$ cat src/rtl/fetch_decode_buffer.sv
// IF/ID pipeline register: captures fetched words and assembles opcode+immediate pairs into one packet.
// Latency: single-word packet 1 cycle after the word; two-word packet 1 cycle after the immediate word.
// Backpressure: i_stall freezes all state and outputs; i_flush discards everything (flush beats stall).
// Optional feature macro: INT_INJECT_EN (injects INT_OPCODE at an instruction boundary on interrupt).
module fetch_decode_buffer #(
    parameter int          IMM_FLAG_BIT = 15,
    parameter logic [15:0] INT_OPCODE   = 16'hF800
) (
    input  logic        i_clk,
    input  logic        i_reset,
    input  logic [15:0] i_instr,
    input  logic [31:0] i_pc,
    input  logic        i_valid,
    input  logic        i_stall,
    input  logic        i_flush,
    input  logic        i_interrupt,
    output logic [15:0] o_instr,
    output logic [15:0] o_imm,
    output logic [31:0] o_pc,
    output logic        o_two_word,
    output logic        o_valid,
    output logic        o_busy
);

    // S_FIRST expects an opcode word; S_IMM holds an opcode and expects its immediate.
    typedef enum logic {
        S_FIRST = 1'b0,
        S_IMM   = 1'b1
    } state_t;

    state_t      state_q,      state_d;
    logic [15:0] pend_instr_q, pend_instr_d;
    logic [31:0] pend_pc_q,    pend_pc_d;
    logic [15:0] instr_q,      instr_d;
    logic [15:0] imm_q,        imm_d;
    logic [31:0] pc_q,         pc_d;
    logic        two_word_q,   two_word_d;
    logic        valid_q,      valid_d;
    logic        inject;

`ifdef INT_INJECT_EN
    logic        int_pend_q,   int_pend_d;

    // Injection only at an instruction boundary, never while flushing or stalled.
    assign inject = (state_q == S_FIRST) && !i_flush && !i_stall && int_pend_q;

    // Pending request survives flush and stall; only a completed injection clears it.
    always_comb begin
        int_pend_d = (int_pend_q && !inject) || i_interrupt;
    end

    // Pending-interrupt register.
    always_ff @(posedge i_clk or negedge i_reset) begin
        if (!i_reset) begin
            int_pend_q <= 1'b0;
        end else begin
            int_pend_q <= int_pend_d;
        end
    end
`else
    // Interrupt input has no function in this build.
    logic unused_interrupt;
    assign unused_interrupt = i_interrupt;
    assign inject           = 1'b0;
`endif

    // Next-state and output-register update, priority flush > stall > inject > normal.
    always_comb begin
        state_d      = state_q;
        pend_instr_d = pend_instr_q;
        pend_pc_d    = pend_pc_q;
        instr_d      = instr_q;
        imm_d        = imm_q;
        pc_d         = pc_q;
        two_word_d   = two_word_q;
        valid_d      = valid_q;

        if (i_flush) begin
            // Drop any half-assembled pair and the word presented this cycle.
            valid_d      = 1'b0;
            two_word_d   = 1'b0;
            state_d      = S_FIRST;
            pend_instr_d = 16'h0000;
            pend_pc_d    = 32'h0000_0000;
        end else if (i_stall) begin
            // Everything holds; fetch re-presents the same word later.
            state_d = state_q;
        end else if (inject) begin
            // Synthetic INT replaces this cycle's word; its PC is the return address.
            instr_d    = INT_OPCODE;
            imm_d      = 16'h0000;
            pc_d       = i_pc;
            two_word_d = 1'b0;
            valid_d    = 1'b1;
        end else if (!i_valid) begin
            // Bubble from fetch: payload registers keep their last value.
            valid_d = 1'b0;
        end else begin
            unique case (state_q)
                S_FIRST: begin
                    if (i_instr[IMM_FLAG_BIT]) begin
                        // Opcode needs an immediate: park it and emit a bubble.
                        pend_instr_d = i_instr;
                        pend_pc_d    = i_pc;
                        valid_d      = 1'b0;
                        state_d      = S_IMM;
                    end else begin
                        instr_d    = i_instr;
                        imm_d      = 16'h0000;
                        pc_d       = i_pc;
                        two_word_d = 1'b0;
                        valid_d    = 1'b1;
                    end
                end
                S_IMM: begin
                    // Any word here is the immediate; its flag bit is data, not control.
                    instr_d    = pend_instr_q;
                    imm_d      = i_instr;
                    pc_d       = pend_pc_q;
                    two_word_d = 1'b1;
                    valid_d    = 1'b1;
                    state_d    = S_FIRST;
                end
                default: begin
                    state_d = S_FIRST;
                end
            endcase
        end
    end

    // State, pending pair and output registers.
    always_ff @(posedge i_clk or negedge i_reset) begin
        if (!i_reset) begin
            state_q      <= S_FIRST;
            pend_instr_q <= 16'h0000;
            pend_pc_q    <= 32'h0000_0000;
            instr_q      <= 16'h0000;
            imm_q        <= 16'h0000;
            pc_q         <= 32'h0000_0000;
            two_word_q   <= 1'b0;
            valid_q      <= 1'b0;
        end else begin
            state_q      <= state_d;
            pend_instr_q <= pend_instr_d;
            pend_pc_q    <= pend_pc_d;
            instr_q      <= instr_d;
            imm_q        <= imm_d;
            pc_q         <= pc_d;
            two_word_q   <= two_word_d;
            valid_q      <= valid_d;
        end
    end

    assign o_instr    = instr_q;
    assign o_imm      = imm_q;
    assign o_pc       = pc_q;
    assign o_two_word = two_word_q;
    assign o_valid    = valid_q;
    assign o_busy     = (state_q == S_IMM);

endmodule

$ cat config.mk
export PLATFORM = sky130hd
export DESIGN_NAME = fetch_decode_buffer
export DESIGN_NICKNAME = d
export VERILOG_FILES = /design/src/rtl/fetch_decode_buffer.sv
export SDC_FILE = /design/constraint.sdc
export NUM_CORES = 1
export LEC_CHECK = 0
export BUFFER_PORTS_ARGS = -buffer_cell sky130_fd_sc_hd__clkbuf_2
export CAP_MARGIN = 20
export CORE_ASPECT_RATIO = 1.2
export CORE_UTILIZATION = 34
export CTS_BUF_LIST = sky130_fd_sc_hd__clkbuf_2 sky130_fd_sc_hd__clkbuf_4 sky130_fd_sc_hd__clkbuf_8
export CTS_CLUSTER_SIZE = 8
export DETAILED_ROUTE_END_ITERATION = 8
export PLACE_DENSITY = 0.51
export SLEW_MARGIN = 30
export SYNTH_ARGS = -nofsm -noshare
export SYNTH_HDL_FRONTEND = slang
export SYNTH_SLANG_ARGS = --single-unit
$ cat constraint.sdc
create_clock -name i_clk -period 2.7 [get_ports i_clk]
set_input_delay 0.405 -clock i_clk [delete_from_list [all_inputs] [get_ports i_clk]]
set_output_delay 0.405 -clock i_clk [all_outputs]
set_load 0.02 [all_outputs]
==> results of run 1 <==
layout make-up:
type / count / area (um^2)
clock buffer: 26 / 339
multi-input combinational: 189 / 1820
timing repair buffer: 131 / 723
sequential: 115 / 2880
inverter: 1 / 3.75
clock inverter: 4 / 70.1
tap: 171 / 214
fill: 1276 / 7770
timing repair:
action | CTS | global route
setup endpoints to repair | 0 | 0
hold buffers | 1 | 0
hold endpoints to repair | 38 | 0
Yosys cell counts (all sizes together) (2+ instances only):
cell	n
mux2	94
clkbuf	7
nor2	2
a22o	47
a21o	16
and3	16
buf	17
a21oi	4
o21ai	3
dfrtp	115
through the flow:
| stage | utilization [%] | cells | setup WS [ns] | cell area (um^2) | hold WS [ns] |
|---|---|---|---|---|---|
| 6_report | 43.8 | 637 | 0.480 | 6050 | 0.214 |
| 5_1_grt | 43.8 | 637 | 0.368 | 6050 | 0.185 |
| 3_3_place_gp | 40.6 | 605 | 0.373 | 5610 | 0.421 |
| 2_1_floorplan | - | 329 | 0.965 | 4830 | 0.109 |
| 3_5_place_dp | 40.8 | 606 | 0.654 | 5630 | 0.436 |
| 4_1_cts | 43.8 | 637 | 0.453 | 6050 | 0.181 |
metal layers:
metal | part of all wire [%] | vias to the layer above
met1 | 47 | 1650
met5 | 0 | -
li1 | - | 1469
met3 | 4.5 | 11
met4 | 1.3 | 0
met2 | 47 | 86
sequential cells by signal (all words and copies together), names as in the netlist:
name / flops
o_busy: 1
o_imm: 16
o_instr: 16
o_pc: 32
o_two_word: 1
o_valid: 1
pend_instr_q: 16
pend_pc_q: 32
worst max path at each step:
| stage | slack (ns) | to | depth (start not counted) | from |
|---|---|---|---|---|
| floorplan | 0.96 | o_instr[12] | 4 | o_busy |
| global placement | 0.37 | o_instr[5] | 5 | i_instr[15] |
| detailed placement | 0.65 | pend_pc_q[29] | 5 | i_stall |
| CTS | 0.45 | o_busy | 2 | o_busy |
| global route | 0.37 | o_busy | 2 | o_busy |
| finish | 0.48 | o_busy | 2 | o_busy |
kinds of logic (layout without fill, tap and decap cells):
| group | after synthesis | in the layout |
|---|---|---|
| buffers and inverters | 25 | 162 |
| muxes | 94 | 94 |
| and+or+nand+nor | 24 | 24 |
| DFF | 115 | 115 |
| AOI/OAI and AO/OA | 71 | 71 |
power groups by stage:
stage	logic, W	registers (W)	clock network (W)
after detailed placement	0.000906	0.00209	0
after CTS	0.000908	0.00206	0.00171
final	0.000889	0.00206	0.00165
after global placement	0.000888	0.00208	0
after global routing	0.000960	0.00209	0.00178
after floorplan	0.000291	0.00232	0
worst reg2reg max path: stages, from the launching register on:
cell and delay, ns:
dfrtp_2 0.39, buf_4 0.66, mux2_2 0.46, mux2_1 0.28
==> metrics.md, run 1 <==
| Metric | Value |
|---|---|
| Hold Path Sink | `pend_pc_q[25]` |
| R2r setup slk | `0.79 ns` |
| Static Leak | `3.15 nW` |
| Element type at the critical path start | `register` |
| ANT nets after route | `0` |
| Reg2reg end | `o_instr[13]` |
| Post-synthesis sequential element count | `115` |
| Post-synthesis mux area share | `21.9%` |
| Clock Path Buffers | `2` |
| Vias in the first global route | `3404` |
| P_int | `0.00331 W` |
| Skew-Pair Late Insertion Delay | `0.41 ns` |
| Gpl congestion | `0.717` |
| Vias | `3216` |
| Distinct cells, synth | `21` |
| Combinational Power Share | `19.3%` |
| Initial antenna violation count | `0` |
| M2 GR Usage | `24.8%` |
| Netlist Area Pre-Place | `4830 um^2` |
| Num CTS Buffers | `17` |
| Vias/cell | `5.05` |
| Num Clock Sinks | `115` |
| Async S/R FF share, synth | `100%` |
| Clock power share | `35.9%` |
| Crit path max fanout | `67` |
| Simple-gate area share of the yosys netlist | `3.37%` |
| Reg power frac | `44.8%` |
| Top_reg_cell synth | `dfrtp_1` |
| Clock transition at the registers of the reported paths | `0.07 ns` |
| M3 GR Usage | `4.90%` |
| Die Y | `133 um` |
| TritonCTS clock tree | `done` |
| Post-CTS sizing | `0` |
| Net Sw Power | `0.00129 W` |
| P&R area growth vs syn | `25.4%` |
| H-tree levels | `4` |
| Max Cap Viol | `0` |
| Fin nets | `509` |
| Die Wd | `111 um` |
| Share of layout cells above drive strength 1 | `55.2%` |
| Drt initial violations | `137` |
| Leading area contributor after synthesis | `dfrtp_1` |
| XOR/XNOR Fraction of Synth Area | `0%` |
| Seq/Total Area, Yosys | `59.6%` |
| Max_slew headroom | `43.4%` |
| Total power | `0.00460 W` |
| Switching share of power | `28.1%` |
| VDD IR max | `0.313 mV` |
| Most frequent cells in the layout | `clkbuf_2 (118), dfrtp_1 (114), mux2_2 (90)` |
| Die area | `14700 um^2` |
| CP delay by family, top | `buffers and inverters` |
| Crit path arrival time | `1.81 ns` |
| Drt pass-1 iters | `4` |
| CP Cell Sequence | `buf_4 -> clkbuf_2` |
| Slew Viols, Final | `0` |
| Setup Viol. Count Final | `0` |
| Starting Density | `34.9%` |
| Largest net degree at the start of global routing | `68` |
| CP max stage cell | `buf_4` |
| Post-synth EDFFs | `0` |
| Min-Delay Startpoint | `i_pc[25]` |
| Worst R2R Path Depth | `3` |
| IO Count | `121` |
| First-pass GRT wire length | `17900 um` |
| Final Hold Vio Count | `0` |
| Final wirelength | `10800 um` |
| Crit-path max cell delay | `0.66 ns` |
| Post-synthesis compound-gate area fraction | `12.2%` |
| Clock Skew | `0.00521 ns` |
| Post-Route Setup TNS | `0 ns` |
| Synthesized Nets | `383` |
| Core area | `13800 um^2` |
| Port buffer count | `119` |
| Status | `complete, no violations` |
| Largest family of logic cells by synthesized area | `multiplexers` |
| Pwr Density | `759 nW/um^2` |
| Dpl hpwl | `6990 um` |
| Row count | `47` |
| RSZ-0062 raised after global routing | `no` |
| Adder and majority gate portion of the synthesized area | `0%` |
| Worst Setup End Kind | `primary output` |
| Post-Synthesis Cells | `329` |
| Post-CTS setup buffers | `0` |
| Synth top area cells | `dfrtp_1 (60%), mux2_2 (21%), a22o_1 (8.5%)` |
| Total gr overflow | `0` |
| Crit path required time | `2.30 ns` |
| Gr usage total | `15.7%` |
| Mean Syn Cell Area | `14.7 um^2` |
| Worst slew pin tran | `0.849 ns` |
| Max Clk Rate | `450 MHz` |
| Tmin final | `2.22 ns` |
| Share of the synthesized area in the top cell type | `59.6%` |
| Synth warn | `0` |
| Met1 usage | `20.2%` |
| Period utilization | `82.2%` |
| Clk root buf | `clkbuf_8` |
| Diodes inserted | `0` |
| Residual DRC | `0` |
| Per-cell routed wire length | `17.0 um` |
| Hold Crit Depth | `2` |
| Worst Setup Path Type | `register to primary output` |
| CP bufs+invs | `2` |
| Most Used Layer, Global Route | `met2` |
| Most common cell after layout, fill and taps aside | `clkbuf_2` |
| Reg2reg start | `o_busy` |
| HP Class | `input port to register` |
No activity file was read; power rests on OpenSTA's default activity.
==> inputs of run 2 (changes only) <==
- ABC_AREA: default -> 1
- PLACE_DENSITY: 0.51 -> 0.53
- clock period: 2.7 -> 2 ns (I/O delays scaled with it)
==> run 2 against run 1 <==
Via count increased by 46%. Clock skew increased by 0.0027 ns. Sequential cell count unchanged. Wire length increased by 24%. Hold slack got worse by 0.11 ns. Global-route usage increased by 2.7 points. Highest routed layer unchanged.
==> metrics.md, run 2 <==
| Metric | Value |
|---|---|
| Skew-Pair Late Insertion Delay | `0.44 ns` |
| Worst Setup Path Type | `register to primary output` |
| H-tree levels | `4` |
| Static Leak | `3.91 nW` |
| Final Hold Vio Count | `0` |
| Total gr overflow | `0` |
| P&R area growth vs syn | `23.0%` |
| Synthesized Nets | `748` |
| Crit path max fanout | `50` |
| Row count | `49` |
| Drt initial violations | `263` |
| Die Wd | `116 um` |
| Max_slew headroom | `55.7%` |
| Fin nets | `856` |
| Worst Setup End Kind | `primary output` |
| Residual DRC | `0` |
| Vias | `4699` |
| Share of layout cells above drive strength 1 | `21.5%` |
| Share of the synthesized area in the top cell type | `54.5%` |
| Starting Density | `35.0%` |
| Clock Skew | `0.00790 ns` |
| Post-synth EDFFs | `0` |
| Period utilization | `94.5%` |
| Gr usage total | `18.3%` |
| VDD IR max | `0.492 mV` |
| First-pass GRT wire length | `22800 um` |
| IO Count | `121` |
| Vias in the first global route | `4586` |
| HP Class | `input port to register` |
| Initial antenna violation count | `0` |
| Top_reg_cell synth | `dfrtp_1` |
| Synth top area cells | `dfrtp_1 (55%), nand2_1 (28%), nand3_1 (11%)` |
| Netlist Area Pre-Place | `5280 um^2` |
| Post-Route Setup TNS | `0 ns` |
| Die Y | `138 um` |
| Leading area contributor after synthesis | `dfrtp_1` |
| Crit path required time | `1.70 ns` |
| Max Cap Viol | `0` |
| Drt pass-1 iters | `4` |
| Die area | `16000 um^2` |
| Seq/Total Area, Yosys | `54.5%` |
| Num Clock Sinks | `115` |
| Top cells by count, synth | `nand2_1 (393), dfrtp_1 (115), nand3_1 (113)` |
| Final Non-Filler Cells | `1019` |
| Tmin final | `1.89 ns` |
| Post-synthesis sequential element count | `115` |
| Max Clk Rate | `529 MHz` |
| Diodes inserted | `0` |
| Gpl congestion | `0.768` |
| Largest net degree at the start of global routing | `115` |
| Dpl hpwl | `8630 um` |
| Most common cell after layout, fill and taps aside | `nand2_1` |
| Core Util, Final | `43.0%` |
| Synth warn | `0` |
| Port buffer count | `119` |
| Slew Viols, Final | `0` |
| TritonCTS clock tree | `done` |
| Most frequent cells in the layout | `nand2_1 (391), clkbuf_2 (118), dfrtp_1 (114)` |
| Element type at the critical path start | `register` |
| RSZ-0062 raised after global routing | `no` |
| Distinct cells, synth | `15` |
| Core area | `15100 um^2` |
| Post-Synthesis Cells | `694` |
| Worst slew pin tran | `0.665 ns` |
| Crit path arrival time | `1.59 ns` |
| Post-CTS sizing | `0` |
| Clk root buf | `clkbuf_8` |
| Async S/R FF share, synth | `100%` |
| ANT nets after route | `0` |
| Clock Path Buffers | `2` |
| Setup ws final | `0.111 ns` |
| Num CTS Buffers | `17` |
| Mean Syn Cell Area | `7.60 um^2` |
| Vias/cell | `4.61` |
| Most frequent cell after synthesis | `nand2_1` |
| Clock transition at the registers of the reported paths | `0.07 ns` |
| Pwr Density | `951 nW/um^2` |
| Status | `complete, no violations` |
| DP Cell Count | `986` |
| Setup Viol. Count Final | `0` |
| Final wirelength | `13500 um` |
| Pre-CTS WS | `0.305 ns` |
| Per-cell routed wire length | `13.2 um` |
[run 2: changes by cell type in the layout (fill, tap and decap cells not counted), sizes merged, moves of 2 or more]
| cell | before | now |
|---|---|---|
| mux2 | 94 | 0 |
| o21ai | 3 | 1 |
| nand3 | 0 | 113 |
| clkbuf | 144 | 147 |
| a21o | 16 | 0 |
| a21oi | 4 | 0 |
| buf | 12 | 17 |
| a22o | 47 | 0 |
| and3 | 16 | 0 |
| inv | 1 | 21 |
| nand2 | 1 | 394 |
[run 2: final cells by class]
| type | instances | area (um^2) |
|---|---|---|
| fillers | 1578 | 8590 |
| clock inverters | 3 | 65.1 |
| multi-input cells | 511 | 2090 |
| repair buffers | 136 | 766 |
| inverters | 21 | 78.8 |
| clock buffers | 29 | 362 |
| well taps | 204 | 255 |
| flip-flops and latches | 115 | 2880 |
[run 2: final timing paths]
path                       slack (ns)         from            end  cells after the start
max                              0.11       o_busy         o_busy                      2
min                              0.11     i_pc[10]  pend_pc_q[10]                      3
max reg2reg                      0.53       o_busy        o_pc[3]                      5
min reg2reg                      0.47  o_instr[11]    o_instr[11]                      2
max in group asynchronous        1.08      i_reset  pend_pc_q[18]                      3
min in group asynchronous        0.32      i_reset      o_imm[11]                      2
[run 2: metal layers]
layer | vias up | share of wire (%) | GRT usage (%)
li1 | 2372 | - | -
met1 | 2185 | 47 | 24.2
met2 | 126 | 46 | 28.6
met3 | 16 | 5.6 | 5.52
met4 | 0 | 1.6 | 6.14
met5 | - | 0 | 0
[run 2: worst max-delay path: stages, from the launching register on]
cell and delay [ns]:
dfrtp_2 0.40, buf_4 0.46, clkbuf_2 0.27
[run 2: cell families after synthesis]
family,after synthesis,share of synthesized area (%)
simple gates,510,39.1
flops,115,54.5
buf+inv,68,6.26
compound gates,1,0.0948
[run 2: power by group]
part	switching (W)	leakage (nW)	total, W	internal (W)
Combinational	0.000788	2.16	0.00115	0.000359
Sequential	0.000146	1.53	0.00274	0.00259
Clock	0.000894	0.225	0.00228	0.00139
[run 2: timing repair]
| action | 4_1_cts | 5_1_grt |
|---|---|---|
| buffers inserted | 0 | 0 |
| hold endpoints to repair | 21 | 0 |
| hold buffers | 1 | 0 |
[run 2: metrics by stage]
| step | area (um^2) | total power, W | hold slack, ns |
|---|---|---|---|
| floorplan | 5280 | 0.00346 | 0.00441 |
| global placement | 6050 | 0.00393 | 0.226 |
| detailed placement | 6050 | 0.00395 | 0.234 |
| CTS | 6490 | 0.00627 | 0.0702 |
| global route | 6490 | 0.00651 | 0.0932 |
| finish | 6490 | 0.00617 | 0.107 |
==> inputs of run 3 (changes only) <==
- CTS_CLUSTER_SIZE: 8 -> default
- PLACE_DENSITY: 0.53 -> default
==> run 3 against run 2 <==
Die area unchanged. Final cell count unchanged. Hold slack worse by 0.014 ns. Clock power up 4%. Register-to-register slack better by 0.12 ns. Critical path type unchanged. Sequential share of layout area down 0.35 points. Via count up 0.26%. Critical endpoint unchanged.
==> metrics.md, run 3 (same netlist as run 2, synthesis figures left out) <==
| Metric | Value |
|---|---|
| Status | `complete, no violations` |
| M3 GR Usage | `5.35%` |
| Fin nets | `857` |
| Slew Viols, Final | `0` |
| Static Leak | `3.93 nW` |
| Worst Setup Path Type | `register to primary output` |
| Row count | `49` |
| Residual DRC | `0` |
| Port buffer count | `119` |
| Per-cell routed wire length | `13.4 um` |
| Die Wd | `116 um` |
| Crit path max fanout | `19` |
| Largest net degree at the start of global routing | `64` |
| Post-Route Setup TNS | `0 ns` |
| Drt pass-1 iters | `5` |
| Final Non-Filler Cells | `1019` |
| Max Clk Rate | `622 MHz` |
| Final Hold Vio Count | `0` |
| Element type at the critical path start | `register` |
| Die area | `16000 um^2` |
| Filler instances | `1611` |
| Setup Viol. Count Final | `0` |
| Vias in the first global route | `4524` |
| Most common cell after layout, fill and taps aside | `nand2_1` |
| Drt initial violations | `302` |
| DP Cell Count | `987` |
| Pwr Density | `959 nW/um^2` |
| Gpl congestion | `0.734` |
| Worst slew pin tran | `0.507 ns` |
| TritonCTS clock tree | `done` |
| First-pass GRT wire length | `23000 um` |
| ANT nets after route | `0` |
| Clock transition at the registers of the reported paths | `0.07 ns` |
| Core area | `15100 um^2` |
| Vias | `4711` |
| Num Clock Sinks | `115` |
| Crit path required time | `1.70 ns` |
| VDD IR max | `0.371 mV` |
| Gr usage total | `18.6%` |
| Skew-Pair Late Insertion Delay | `0.44 ns` |
| M2 GR Usage | `30.2%` |
| RSZ-0062 raised after global routing | `no` |
| Clock Skew | `0.0117 ns` |
| Die Y | `138 um` |
| Post-CTS Hold Buffers | `1` |
| Met1 usage | `23.5%` |
| Max Cap Viol | `0` |
| Core Util, Final | `43.4%` |
| Vias/cell | `4.62` |
| Num CTS Buffers | `17` |
| Post-CTS sizing | `0` |
| Starting Density | `35.0%` |
| Clk root buf | `clkbuf_8` |
| Initial antenna violation count | `1` |
| HP Class | `input port to register` |
| Final wirelength | `13700 um` |
| Worst Setup End Kind | `primary output` |
| Clock Path Buffers | `2` |
| Max_slew headroom | `66.2%` |
| H-tree levels | `4` |
| P&R area growth vs syn | `24.0%` |
| Diodes inserted | `0` |
| Dpl hpwl | `8300 um` |
| Share of layout cells above drive strength 1 | `21.5%` |
| Most frequent cells in the layout | `nand2_1 (391), clkbuf_2 (118), dfrtp_1 (114)` |
| IO Count | `121` |
| Tmin final | `1.61 ns` |
| Crit path arrival time | `1.31 ns` |
| Total gr overflow | `0` |
| Period utilization | `80.4%` |
| Most Used Layer, Global Route | `met2` |
| Post-CTS setup buffers | `0` |
[run 3: path summary, 6_finish.rpt]
check,startpoint,end,slack [ns],cells after the start
min in group asynchronous,i_reset,o_pc[6],0.30,2
hold / removal,i_pc[14],pend_pc_q[14],0.09,3
hold reg to reg,o_pc[24],o_pc[24],0.47,2
setup / recovery,o_busy,o_busy,0.39,2
setup reg to reg,o_busy,pend_pc_q[30],0.65,7
max in group asynchronous,i_reset,o_busy,1.07,3
[run 3: critical path, stage by stage (launching register included)]
cell and delay [ns]:
dfrtp_2 0.41, buf_4 0.25, clkbuf_2 0.21
[run 3: power breakdown]
| part | leakage, nW | total (W) | internal [W] | switching (W) |
|---|---|---|---|---|
| registers | 1.53 | 0.00274 | 0.00259 | 0.000148 |
| logic | 2.18 | 0.00116 | 0.000370 | 0.000792 |
| clock network | 0.224 | 0.00237 | 0.00144 | 0.000933 |
| total | 3.93 | 0.00627 | 0.00440 | 0.00187 |
[run 3: area by class of cell]
cell class	count	area (um^2)	share of cell area, %
flip-flops and latches	115	2880	44.0
multi-input cells	511	2090	31.9
repair buffers	137	811	12.4
clock buffers	20	275	4.21
well taps	204	255	3.90
clock inverters	11	158	2.41
inverters	21	78.8	1.20
[run 3: per-layer routing]
metal / vias to the layer above / wire length [um]
met5: - / 13
met4: 2 / 181
met3: 18 / 683
met2: 121 / 6620
met1: 2199 / 6180
li1: 2371 / -
[run 3: per-stage QoR]
| step | setup WS [ns] | cell area (um^2) | total power [W] | hold WS (ns) |
|---|---|---|---|---|
| CTS | 0.338 | 6540 | 0.00638 | 0.0619 |
| global placement | 0.626 | 6100 | 0.00395 | 0.210 |
| floorplan | 0.684 | 5280 | 0.00346 | 0.00441 |
| finish | 0.391 | 6540 | 0.00627 | 0.0937 |
| detailed placement | 0.609 | 6100 | 0.00396 | 0.213 |
| global route | 0.286 | 6540 | 0.00661 | 0.0715 |
